**config.mk**
```make
export PLATFORM = sky130hd
export DESIGN_NAME = mem_ctrl
export DESIGN_NICKNAME = d
export VERILOG_FILES = /design/src/rtl/mem_ctrl.sv
export SDC_FILE = /design/constraint.sdc
export NUM_CORES = 1
export LEC_CHECK = 0
export CAP_MARGIN = 10
export CORE_MARGIN = 2
export CORE_UTILIZATION = 30
export DETAILED_ROUTE_END_ITERATION = 8
export GPL_ROUTABILITY_DRIVEN = 0
export PLACE_DENSITY_LB_ADDON = 0.12
export SLEW_MARGIN = 0
export SYNTH_ARGS = -nofsm -noshare
export SYNTH_HDL_FRONTEND = slang
export SYNTH_SLANG_ARGS = --single-unit
```
**constraint.sdc**
```tcl
create_clock -name clk -period 5.35 [get_ports clk]
set_input_delay 1.07 -clock clk [delete_from_list [all_inputs] [get_ports clk]]
set_output_delay 1.07 -clock clk [all_outputs]
set_load 0.05 [all_outputs]
```
**src/rtl/mem_ctrl.sv**
```systemverilog
// Byte-serial RAM controller for MEM load/store and IF fetch requests.
// Optional IO-space store throttling via MEM_CTRL_IO_WAIT_EN (adds io_buffer_full).
module mem_ctrl #(
    parameter int RAM_ADDR_WIDTH = 32
) (
    input  logic                      clk,
    input  logic                      rst,
    input  logic                      load,
    input  logic                      save,
    input  logic [31:0]               sl_reg_address,
    input  logic [31:0]               sl_data,
    input  logic [2:0]                sl_data_length,
    input  logic                      sl_data_signed,
    output logic                      mem_ctrl_done,
    output logic [31:0]               mem_ctrl_data,
    input  logic                      if_req,
    input  logic [31:0]               if_addr,
    output logic                      if_done,
    output logic [31:0]               if_inst,
    output logic [RAM_ADDR_WIDTH-1:0] mem_a,
    output logic [7:0]                mem_dout,
    output logic                      mem_wr,
    input  logic [7:0]                mem_din
`ifdef MEM_CTRL_IO_WAIT_EN
    ,
    input  logic                      io_buffer_full
`endif
);

    localparam int AW = RAM_ADDR_WIDTH;

    typedef enum logic [1:0] {IDLE, READ, WRITE, DONE} state_t;

    state_t          state_q, state_d;
    logic [AW-1:0]   addr_q, addr_d;
    logic [2:0]      len_q, len_d;
    logic            sgn_q, sgn_d;
    logic [31:0]     wdat_q, wdat_d;
    logic            own_q, own_d;
    logic [2:0]      cnt_q, cnt_d;
    logic [31:0]     buf_q, buf_d;
    logic [AW-1:0]   mem_a_q, mem_a_d;
    logic [7:0]      dout_q, dout_d;
    logic            wr_q, wr_d;
    logic            done_q, done_d;
    logic            ifdone_q, ifdone_d;
    logic [31:0]     data_q, data_d;
    logic [31:0]     inst_q, inst_d;
    logic            hold_idle, hold_wr;
    logic [1:0]      rd_idx;
    logic [31:0]     word;
    logic [7:0]      wbyte;
    logic [2:0]      req_len;

`ifdef MEM_CTRL_IO_WAIT_EN
    logic io_q, io_d;
    assign hold_idle = io_buffer_full & (sl_reg_address[17:16] == 2'b11);
    assign hold_wr   = io_buffer_full & io_q;
`else
    assign hold_idle = 1'b0;
    assign hold_wr   = 1'b0;
`endif

    assign req_len = (sl_data_length == 3'd1) ? 3'd1 :
                     (sl_data_length == 3'd2) ? 3'd2 : 3'd4;

    // cnt_q counts READ cycles from 1; byte k arrives when cnt_q == k+2
    assign rd_idx = cnt_q[1:0] - 2'd2;
    assign wbyte  = wdat_q[{cnt_q[1:0], 3'b000} +: 8];

    always_comb begin
        word = buf_q;
        word[{rd_idx, 3'b000} +: 8] = mem_din;
    end

    always_comb begin
        state_d  = state_q;
        addr_d   = addr_q;
        len_d    = len_q;
        sgn_d    = sgn_q;
        wdat_d   = wdat_q;
        own_d    = own_q;
        cnt_d    = cnt_q;
        buf_d    = buf_q;
        mem_a_d  = mem_a_q;
        dout_d   = dout_q;
        wr_d     = 1'b0;
        done_d   = 1'b0;
        ifdone_d = 1'b0;
        data_d   = data_q;
        inst_d   = inst_q;
`ifdef MEM_CTRL_IO_WAIT_EN
        io_d     = io_q;
`endif
        unique case (state_q)
            IDLE: begin
                if (load | save) begin
                    addr_d = sl_reg_address[AW-1:0];
                    len_d  = req_len;
                    sgn_d  = sl_data_signed;
                    wdat_d = sl_data;
                    own_d  = 1'b0;
                    buf_d  = '0;
`ifdef MEM_CTRL_IO_WAIT_EN
                    io_d   = (sl_reg_address[17:16] == 2'b11);
`endif
                    if (load) begin
                        state_d = READ;
                        mem_a_d = sl_reg_address[AW-1:0];
                        cnt_d   = 3'd1;
                    end else begin
                        state_d = WRITE;
                        if (hold_idle) begin
                            cnt_d = 3'd0;
                        end else begin
                            wr_d    = 1'b1;
                            mem_a_d = sl_reg_address[AW-1:0];
                            dout_d  = sl_data[7:0];
                            cnt_d   = 3'd1;
                        end
                    end
                end else if (if_req) begin
                    addr_d  = if_addr[AW-1:0];
                    len_d   = 3'd4;
                    sgn_d   = 1'b0;
                    own_d   = 1'b1;
                    buf_d   = '0;
                    state_d = READ;
                    mem_a_d = if_addr[AW-1:0];
                    cnt_d   = 3'd1;
                end
            end
            READ: begin
                if (cnt_q < len_q) mem_a_d = addr_q + AW'(cnt_q);
                if (cnt_q >= 3'd2) buf_d = word;
                cnt_d = cnt_q + 3'd1;
                if (cnt_q == len_q + 3'd1) begin
                    state_d = DONE;
                    if (own_q) begin
                        ifdone_d = 1'b1;
                        inst_d   = word;
                    end else begin
                        done_d = 1'b1;
                        case (len_q)
                            3'd1:    data_d = {{24{sgn_q & word[7]}}, word[7:0]};
                            3'd2:    data_d = {{16{sgn_q & word[15]}}, word[15:0]};
                            default: data_d = word;
                        endcase
                    end
                end
            end
            WRITE: begin
                if (cnt_q == len_q) begin
                    state_d = DONE;
                    done_d  = 1'b1;
                end else if (!hold_wr) begin
                    wr_d    = 1'b1;
                    mem_a_d = addr_q + AW'(cnt_q);
                    dout_d  = wbyte;
                    cnt_d   = cnt_q + 3'd1;
                end
            end
            DONE: begin
                state_d = IDLE;
            end
        endcase
    end

    always_ff @(posedge clk) begin
        if (rst) begin
            state_q  <= IDLE;
            addr_q   <= '0;
            len_q    <= 3'd0;
            sgn_q    <= 1'b0;
            wdat_q   <= '0;
            own_q    <= 1'b0;
            cnt_q    <= 3'd0;
            buf_q    <= '0;
            mem_a_q  <= '0;
            dout_q   <= '0;
            wr_q     <= 1'b0;
            done_q   <= 1'b0;
            ifdone_q <= 1'b0;
            data_q   <= '0;
            inst_q   <= '0;
`ifdef MEM_CTRL_IO_WAIT_EN
            io_q     <= 1'b0;
`endif
        end else begin
            state_q  <= state_d;
            addr_q   <= addr_d;
            len_q    <= len_d;
            sgn_q    <= sgn_d;
            wdat_q   <= wdat_d;
            own_q    <= own_d;
            cnt_q    <= cnt_d;
            buf_q    <= buf_d;
            mem_a_q  <= mem_a_d;
            dout_q   <= dout_d;
            wr_q     <= wr_d;
            done_q   <= done_d;
            ifdone_q <= ifdone_d;
            data_q   <= data_d;
            inst_q   <= inst_d;
`ifdef MEM_CTRL_IO_WAIT_EN
            io_q     <= io_d;
`endif
        end
    end

    assign mem_a         = mem_a_q;
    assign mem_dout      = dout_q;
    assign mem_wr        = wr_q;
    assign mem_ctrl_done = done_q;
    assign mem_ctrl_data = data_q;
    assign if_done       = ifdone_q;
    assign if_inst       = inst_q;

endmodule

```
==> impl_metrics.ini, run 1 <==
[timing]
rsz0062_at_grt = no
slew_headroom_pct = 22.1
tightest_slew_ns = 1.17
maxSlewViolCount = 0
fin_crit_ns = 3.92
final_hold_viol_count = 0
tns_ns = 0
setup_viol = 0
whs_ns = 0.452
fin_skew_ns = 0.0150
fmax_mhz = 255
finalCritPeriodShare_pct = 73.3

[routing]
post_drt_wl_per_cell_um = 17.8
vias = 9087
drtIter0Drc = 448
drt-total-wl_um = 32000
avgViaCountPerCell = 5.05
first_pass_iters = 5
post-route-drc-count = 0
ant_nets = 0

[critical_path]
worst_path_max_delay_cell = a21o_1
critPathCaptureType = flip-flop
worstPathCellList = inv_1 -> ha_1 -> o31ai_1 -> a21o_1 -> a22oi_1 -> nor2_1
critPathTopFamily = compound AO/OA/AOI/OAI gates
worstReg2RegStart = cnt_q[0]$_SDFFE_PP0P_
crit_path_start = cnt_q[0]$_SDFFE_PP0P_
required_ns = 5.81
cp_slowest_stage_delay_ns = 0.94
path_class = flip-flop to flip-flop
cp-start-kind = flip-flop
critPathArrivalTime_ns = 4.38
cp_max_fo = 32
path_buf_inv = 1

[global_route]
grt_max_degree = 72
grt_pass1_wl_um = 50000
grt_antenna_before_repair = 0
overflow = 0
grt_pass1_vias = 8805
grt_usage_pct = 18.5

[floorplan]
start_util_pct = 30.3
ioPinCount = 220
die-area_um2 = 34100
core_um2 = 32400
die_y_um = 185
rows = 66
dieWidth_um = 185

[clock_network]
cts_setup_buffers = 0
cts-root-buf = clkbuf_16
cts_tree = yes
holdBufCountCts = 0
clock_latency_ns = 0.53
ctsResizeCount = 0
cts_buffer_depth = 3
cts_buffers = 26
htree_levels = 1
clkSlewWorstSetupHoldPaths_ns = 0.06
cts_sinks = 213

[place]
dp_cells = 1752
detailed_place_hpwl_um = 22200
io_buffers = 219

[synth]
yosys-top-cells-area = dfxtp_1, nor2_1, nand2_1
ys_async_sr_fraction_pct = 0
synth-edff-count = 0
synth.cell_area_um2 = 9790
synth.most_common_cell = dfxtp_1
ys.flop_type = dfxtp_1
yosysTopAreaCell = dfxtp_1
ys_warn_count = 0
avgSynthCellArea_um2 = 8.41
yosysUniqueCellTypes = 60
yosysSeqAreaShare_pct = 43.5
yosysTopAreaCellShare_pct = 43.5
synthCells = 1164
syn-num-nets = 1298
synth-seq-cells = 213
synthTopCellsByCount = dfxtp_1, nor2_1, nand2_1

[job]
drv_cap = 0

[power]
finalPower_mw = 6.89
p_leak_nw = 4.70
irDropWorstVdd_mv = 0.280
pwr_density_cell_nw_per_um2 = 522

[final_layout]
fin_cells = 1799
drive_above_1_share_pct = 5.97
fin_nets = 1473
antenna_cells = 0
area_growth_pct = 34.9
final_util_pct = 40.8

[run_status]
status = completed

[worst_hold_path]
min_from = wdat_q[17]$_SDFFE_PP0P_
hold_class = flip-flop to flip-flop
-- worst register-to-register path, delay by kind of cell, from the launching register on --
family                     cells  cell delay, ns
and+or+nand+nor                1            0.15
buffers and inverters          1            0.31
DFF                            1            0.93
adders and majority gates      1            0.52
AOI/OAI and AO/OA              3            1.95
-- registers in the layout, summed over array words and instances, names as in the netlist, 2 cells and up --
register	count
mem_dout	8
cnt_q	3
wdat_q	32
mem_a	32
mem_ctrl_data	32
state_q	2
if_inst	32
buf_q	32
addr_q	32
len_q	3
-- logic make-up (layout without fill, tap and decap cells) --
family | count (synthesis) | in the layout | share of synthesized area (%)
and+or+nand+nor | 444 | 444 | 20.9
AOI/OAI and AO/OA | 298 | 298 | 19.6
DFF | 213 | 213 | 43.5
buffers and inverters | 112 | 305 | 4.56
muxes | 51 | 51 | 6.25
xor gates and xnor gates | 25 | 25 | 2.39
adders and majority gates | 21 | 21 | 2.76
-- worst paths after layout --
path	endpoint	cells past startpoint	slack, ns
hold / removal	wdat_q[17]$_SDFFE_PP0P_	2	0.45
hold reg to reg	wdat_q[17]$_SDFFE_PP0P_	2	0.45
setup reg to reg	buf_q[12]$_SDFFE_PP0P_	6	1.43
setup / recovery	buf_q[12]$_SDFFE_PP0P_	6	1.43
-- report_power, final --
group / internal (mW) / switching (mW) / total [mW]
logic: 0.970 / 1.89 / 2.86
clock network: 1.14 / 0.678 / 1.82
registers: 1.93 / 0.287 / 2.21
total: 4.04 / 2.85 / 6.89
-- layout make-up --
class | instances | area, um^2
fill | 3325 | 19200
multi-input combinational | 839 | 5100
sequential | 213 | 4260
timing repair buffer | 237 | 2330
clock buffer | 40 | 785
tap | 442 | 553
clock inverter | 6 | 105
inverter | 22 | 82.6
-- layer usage --
layer | GRT usage (%) | up-vias | routed length, um
li1 | - | 4515 | -
met1 | 25.0 | 4262 | 14900
met2 | 30.2 | 260 | 14400
met3 | 3.73 | 50 | 2110
met4 | 4.60 | 0 | 633
met5 | 0 | - | 0
-- layout by cell type, fill, tap and decap left out, drive strengths merged, types with 3 or more instances in the layout --
cell,synthesis,final
a211oi,65,65
a21o,3,3
a21oi,97,97
a22o,16,16
a22oi,26,26
a31oi,8,8
a32o,7,7
and2,5,5
and3,4,4
and4,7,7
buf,24,19
bufinv,0,3
clkbuf,66,40
clkdlybuf4s50,0,218
clkinv,3,6
dfxtp,213,213
ha,20,20
inv,19,19
mux2i,42,42
mux4,8,8
nand2,135,135
nand2b,6,6
nand3,22,22
nand4,12,12
nor2,158,158
nor2b,11,11
nor3,47,47
nor4,17,17
nor4b,4,4
o21ai,44,44
o22ai,12,12
o2bb2ai,6,6
o32ai,3,3
or4,6,6
xnor2,15,15
xor2,9,9
-- through the flow --
| step | setup WS, ns | cell area (um^2) |
|---|---|---|
| 3_5_place_dp | 1.36 | 12300 |
| 3_3_place_gp | 1.45 | 12300 |
| 2_1_floorplan | 2.62 | 9790 |
| 4_1_cts | 1.34 | 13200 |
| 6_report | 1.43 | 13200 |
| 5_1_grt | 0.940 | 13200 |
Note: power is estimated with default switching activity, not from simulation.
==> run 2, diff against run 1 <==
==> constraint.sdc (replaced) <==
create_clock -name clk -period 3.8 [get_ports clk]
set_input_delay 0.76 -clock clk [delete_from_list [all_inputs] [get_ports clk]]
set_output_delay 0.76 -clock clk [all_outputs]
set_load 0.05 [all_outputs]
==> run 2 against run 1 <==
Effect of this change:
- clock-buffer cell count decreased by 5
- highest routed layer is now met5
- first-iteration DRC count increased by 23%
- cell area increased by 0.74%
- total power increased by 42%
- core utilization increased by 0.30 points
- largest cell class unchanged
- global-route usage decreased by 0.38 points
- critical endpoint is now mem_a[11]$_SDFFE_PP0P_
- register-to-register slack got worse by 0.72 ns
- sequential power increased by 39%
- clock power increased by 42%
- maximum frequency increased by 27%
- cell count increased by 0.39%
- sequential cell count unchanged
==> impl_metrics.ini, run 2 (synthesis gave the netlist of run 1 again) <==
[timing]
slew_headroom_pct = 25.1
tns_ns = 0
maxSlewViolCount = 0
fin_crit_ns = 3.09
finalCritPeriodShare_pct = 81.4
setup_viol = 0
final_hold_viol_count = 0
tightest_slew_ns = 1.11
fmax_mhz = 323
fin_skew_ns = 0.0140
rsz0062_at_grt = no

[power]
power.internal_mw = 5.75
pwr_density_cell_nw_per_um2 = 735
irDropWorstVdd_mv = 0.347
p_leak_nw = 4.76
pwr-share-clk_pct = 26.5
p_comb_share_pct = 42.0
switching_power_mw = 4.03
p_sw_share_pct = 41.2
seqPwrFrac_pct = 31.5

[critical_path]
cp_slowest_stage_delay_ns = 0.53
worstPathCellList = inv_1 -> ha_1 -> and4_1 -> or3_1 -> nor2_1 -> buf_4 -> nand3_1 -> o221ai_1
critPathCaptureType = flip-flop
cp-start-kind = flip-flop
path_class = flip-flop to flip-flop
worst_path_max_delay_cell = dfxtp_1
cp_max_fo = 13
required_ns = 4.23
critPathArrivalTime_ns = 3.52

[global_route]
grt_pass1_vias = 8668
grt_max_degree = 145
grtUsageMet1_pct = 24.6
gr-usage-met3_pct = 3.26
grt_usage_pct = 18.1
grt_pass1_wl_um = 49400
overflow = 0
use_met2_pct = 30.1
grt_antenna_before_repair = 1
gr-max-usage-layer = met2

[worst_hold_path]
hold_class = flip-flop to flip-flop

[clock_network]
cts_sinks = 213
htree_levels = 1
ctsResizeCount = 0
cts_buffers = 25
clock_latency_ns = 0.52
holdBufCountCts = 0
cts_setup_buffers = 0
cts-root-buf = clkbuf_16
cts_buffer_depth = 3
cts_tree = yes
clkSlewWorstSetupHoldPaths_ns = 0.06

[place]
detailed_place_hpwl_um = 22000
io_buffers = 219
placed_area_um2 = 12400

[routing]
post_drt_wl_per_cell_um = 17.6
first_pass_iters = 4
drtIter0Drc = 551
drt-total-wl_um = 31800
post-route-drc-count = 0
avgViaCountPerCell = 5.03
vias = 9091
ant_nets = 0

[floorplan]
start_util_pct = 30.3
die_y_um = 185
dieWidth_um = 185
die-area_um2 = 34100
core_um2 = 32400
rows = 66
ioPinCount = 220

[final_layout]
fin_nets = 1482
antenna_cells = 0
design_area_um2 = 13300
area_growth_pct = 35.9
final_cell_mix = clkdlybuf4s50_1, dfxtp_1, nor2_1, nand2_1, a21oi_1
layout_commonest_cell = clkdlybuf4s50_1
drive_above_1_share_pct = 6.82

[job]
drv_cap = 0

[run_status]
status = completed
[run 2: cell types whose count changed in the layout (fill, tap and decap cells not counted)]
| cell | delta |
|---|---|
| buf_4 | +8 |
| clkbuf_1 | -5 |
| buf_12 | +2 |
| clkbuf_16 | -2 |
| clkbuf_8 | +2 |
| bufinv_16 | +1 |
| inv_6 | +1 |
[run 2: path summary, 6_finish.rpt]
path	slack, ns	cells past startpoint	endpoint	start
worst max-delay path	0.71	8	mem_a[11]$_SDFFE_PP0P_	cnt_q[0]$_SDFFE_PP0P_
worst min-delay path	0.45	2	mem_a[0]$_SDFFE_PP0P_	mem_a[0]$_SDFFE_PP0P_
worst max register to register	0.71	8	mem_a[11]$_SDFFE_PP0P_	cnt_q[0]$_SDFFE_PP0P_
worst min register to register	0.45	2	mem_a[0]$_SDFFE_PP0P_	mem_a[0]$_SDFFE_PP0P_
[run 2: metrics by stage]
stage	utilization (%)	setup WS (ns)	hold WS [ns]	instances	power, mW
global route	41.1	0.474	0.471	1806	10.4
CTS	41.1	0.719	0.453	1806	9.88
detailed placement	38.4	0.704	0.444	1763	7.25
global placement	38.4	0.711	0.440	1763	7.23
finish	41.1	0.708	0.452	1806	9.78
floorplan	-	1.07	0.432	1164	5.87
[run 2: critical path: cells and delay by family (launching register included)]
kind	cells	cell delay, ns
simple gates	4	1.28
fa+ha+maj	1	0.39
flops	1	0.53
compound gates	1	0.37
buf+inv	2	0.42
[run 2: layer usage]
| metal | up-vias | part of all wire [%] |
|---|---|---|
| met5 | - | 0.035 |
| met4 | 2 | 1.5 |
| met3 | 36 | 6.0 |
| met2 | 236 | 46 |
| met1 | 4286 | 47 |
| li1 | 4531 | - |
[run 2: final cells by class]
cell class                 count  area [um^2]
tap                          442          553
multi-input combinational    839         5100
sequential                   213         4260
clock buffer                  35          743
inverter                      22         82.6
fill                        3307        19100
timing repair buffer         247         2430
clock inverter                 8          144
[run 2: power by group through the flow]
stage / registers (mW) / clock network (mW) / logic, mW
floorplan: 3.90 / 0 / 1.97
global placement: 3.13 / 0 / 4.10
detailed placement: 3.13 / 0 / 4.12
CTS: 3.08 / 2.65 / 4.14
global route: 3.15 / 2.74 / 4.46
finish: 3.08 / 2.59 / 4.11
==> run 3, diff against run 2 <==
==> constraint.sdc (replaced) <==
create_clock -name clk -period 2.8 [get_ports clk]
set_input_delay 0.56 -clock clk [delete_from_list [all_inputs] [get_ports clk]]
set_output_delay 0.56 -clock clk [all_outputs]
set_load 0.05 [all_outputs]
==> run 3 against run 2 <==
Effect of this change:
- register-to-register slack worse by 0.43 ns
- sequential cell count is the same
- clock power up 34%
- first-iteration DRC count fell by 10%
- cell area grew 1.2%
==> impl_metrics.ini, run 3 (synthesis gave the netlist of run 1 again) <==
[power]
p_leak_nw = 4.84
switching_power_mw = 5.48
p_comb_share_pct = 42.9
pwr_density_cell_nw_per_um2 = 993
irDropWorstVdd_mv = 0.499
pwr-share-clk_pct = 25.9
seqPwrFrac_pct = 31.1
p_sw_share_pct = 41.0
power.internal_mw = 7.89

[critical_path]
r2r-end = mem_ctrl_data[10]$_SDFFE_PP0P_
timing.reg2reg.worst_path_depth = 7
path_class = flip-flop to flip-flop
worstReg2RegStart = cnt_q[0]$_SDFFE_PP0P_
critPathCaptureType = flip-flop
cp_max_fo = 6
rrSetupSlack_ns = 0.28
required_ns = 3.25
critPathArrivalTime_ns = 2.97
cp-start-kind = flip-flop

[clock_network]
cts_setup_buffers = 0
cts_tree = yes
ctsResizeCount = 0
cts_sinks = 213
cts_buffer_depth = 3
holdBufCountCts = 0
clkSlewWorstSetupHoldPaths_ns = 0.06
cts-root-buf = clkbuf_16
clock_latency_ns = 0.52
cts_buffers = 25
htree_levels = 1

[final_layout]
design_area_um2 = 13500
antenna_cells = 0
final_cell_mix = clkdlybuf4s50_1, dfxtp_1, nor2_1, nand2_1, a21oi_1
drive_above_1_share_pct = 7.76
fin_nets = 1497
final_util_pct = 41.6
layout_commonest_cell = clkdlybuf4s50_1
area_growth_pct = 37.6

[place]
io_buffers = 219
detailed_place_hpwl_um = 21900
placed_area_um2 = 12600

[timing]
finalCritPeriodShare_pct = 90.1
tightest_slew_ns = 0.910
rsz0062_at_grt = no
final_hold_viol_count = 0
maxSlewViolCount = 0
fin_skew_ns = 0.0134
setup_viol = 0
slew_headroom_pct = 39.4
fin_crit_ns = 2.52
tns_ns = 0
whs_ns = 0.451
fmax_mhz = 397

[worst_hold_path]
min_from = buf_q[7]$_SDFFE_PP0P_
hold_class = flip-flop to flip-flop
min_delay_path_depth = 2
holdPathEnd = buf_q[7]$_SDFFE_PP0P_

[floorplan]
die_y_um = 185
dieWidth_um = 185
core_um2 = 32400
ioPinCount = 220
die-area_um2 = 34100
start_util_pct = 30.3
rows = 66

[global_route]
overflow = 0
grt_antenna_before_repair = 0
grt_usage_pct = 18.1
grt_max_degree = 186
grt_pass1_wl_um = 49300
grt_pass1_vias = 8717

[routing]
post-route-drc-count = 0
vias = 9083
drt-total-wl_um = 31700
first_pass_iters = 5
drtIter0Drc = 495
ant_nets = 0
post_drt_wl_per_cell_um = 17.4
avgViaCountPerCell = 4.99

[run_status]
status = completed

[job]
drv_cap = 0
[run 3: changes by cell type in the layout (fill, tap and decap cells not counted)]
cell / before / now
buf_4: 26 / 36
inv_6: 1 / 0
clkbuf_8: 8 / 6
clkinvlp_4: 0 / 1
buf_12: 2 / 7
clkbuf_1: 2 / 3
clkinv_4: 0 / 1
[run 3: how the worst max path moves through the flow]
stage / startpoint / end / slack, ns / depth (start not counted)
after floorplan: cnt_q[1]$_SDFFE_PP0P_ / mem_ctrl_data[21]$_SDFFE_PP0P_ / 0.07 / 10
after global placement: save / mem_a[9]$_SDFFE_PP0P_ / 0.21 / 7
after detailed placement: save / mem_a[7]$_SDFFE_PP0P_ / 0.22 / 7
after CTS: cnt_q[0]$_SDFFE_PP0P_ / mem_ctrl_data[28]$_SDFFE_PP0P_ / 0.26 / 7
after global routing: cnt_q[0]$_SDFFE_PP0P_ / if_inst[14]$_SDFFE_PP0P_ / 0.08 / 7
final: cnt_q[0]$_SDFFE_PP0P_ / mem_ctrl_data[10]$_SDFFE_PP0P_ / 0.28 / 7
[run 3: critical path: stages (launching register included)]
cell,delay [ns]
dfxtp_1,0.39
inv_1,0.15
ha_1,0.39
or3b_2,0.56
nor3_1,0.46
a22o_1,0.28
nand2_1,0.07
a21oi_1,0.16
[run 3: area by class of cell]
type | instances | area [um^2]
Multi-Input combinational cell | 839 | 5100
Sequential cell | 213 | 4260
Inverter | 22 | 82.6
Clock inverter | 9 | 151
Clock buffer | 34 | 719
Timing Repair Buffer | 262 | 2600
Fill cell | 3295 | 18900
Tap cell | 442 | 553
[run 3: power groups by stage]
stage	Combinational, mW	Sequential, mW	Clock (mW)
CTS	5.78	4.17	3.56
detailed placement	5.76	4.23	0
finish	5.74	4.16	3.47
floorplan	2.67	5.29	0
global route	6.19	4.26	3.68
global placement	5.73	4.22	0
[run 3: metrics by stage]
stage	setup WS, ns	std cells	total power, mW
after floorplan	0.0662	1164	7.96
after global placement	0.211	1778	9.95
after detailed placement	0.221	1778	9.99
after CTS	0.257	1821	13.5
after global routing	0.0792	1821	14.1
final	0.278	1821	13.4
[run 3: metal layers]
metal	GRT usage [%]	wire length, um
met1	24.8	15000
met2	30.1	14400
met3	2.94	1800
met4	3.65	461
met5	0	0
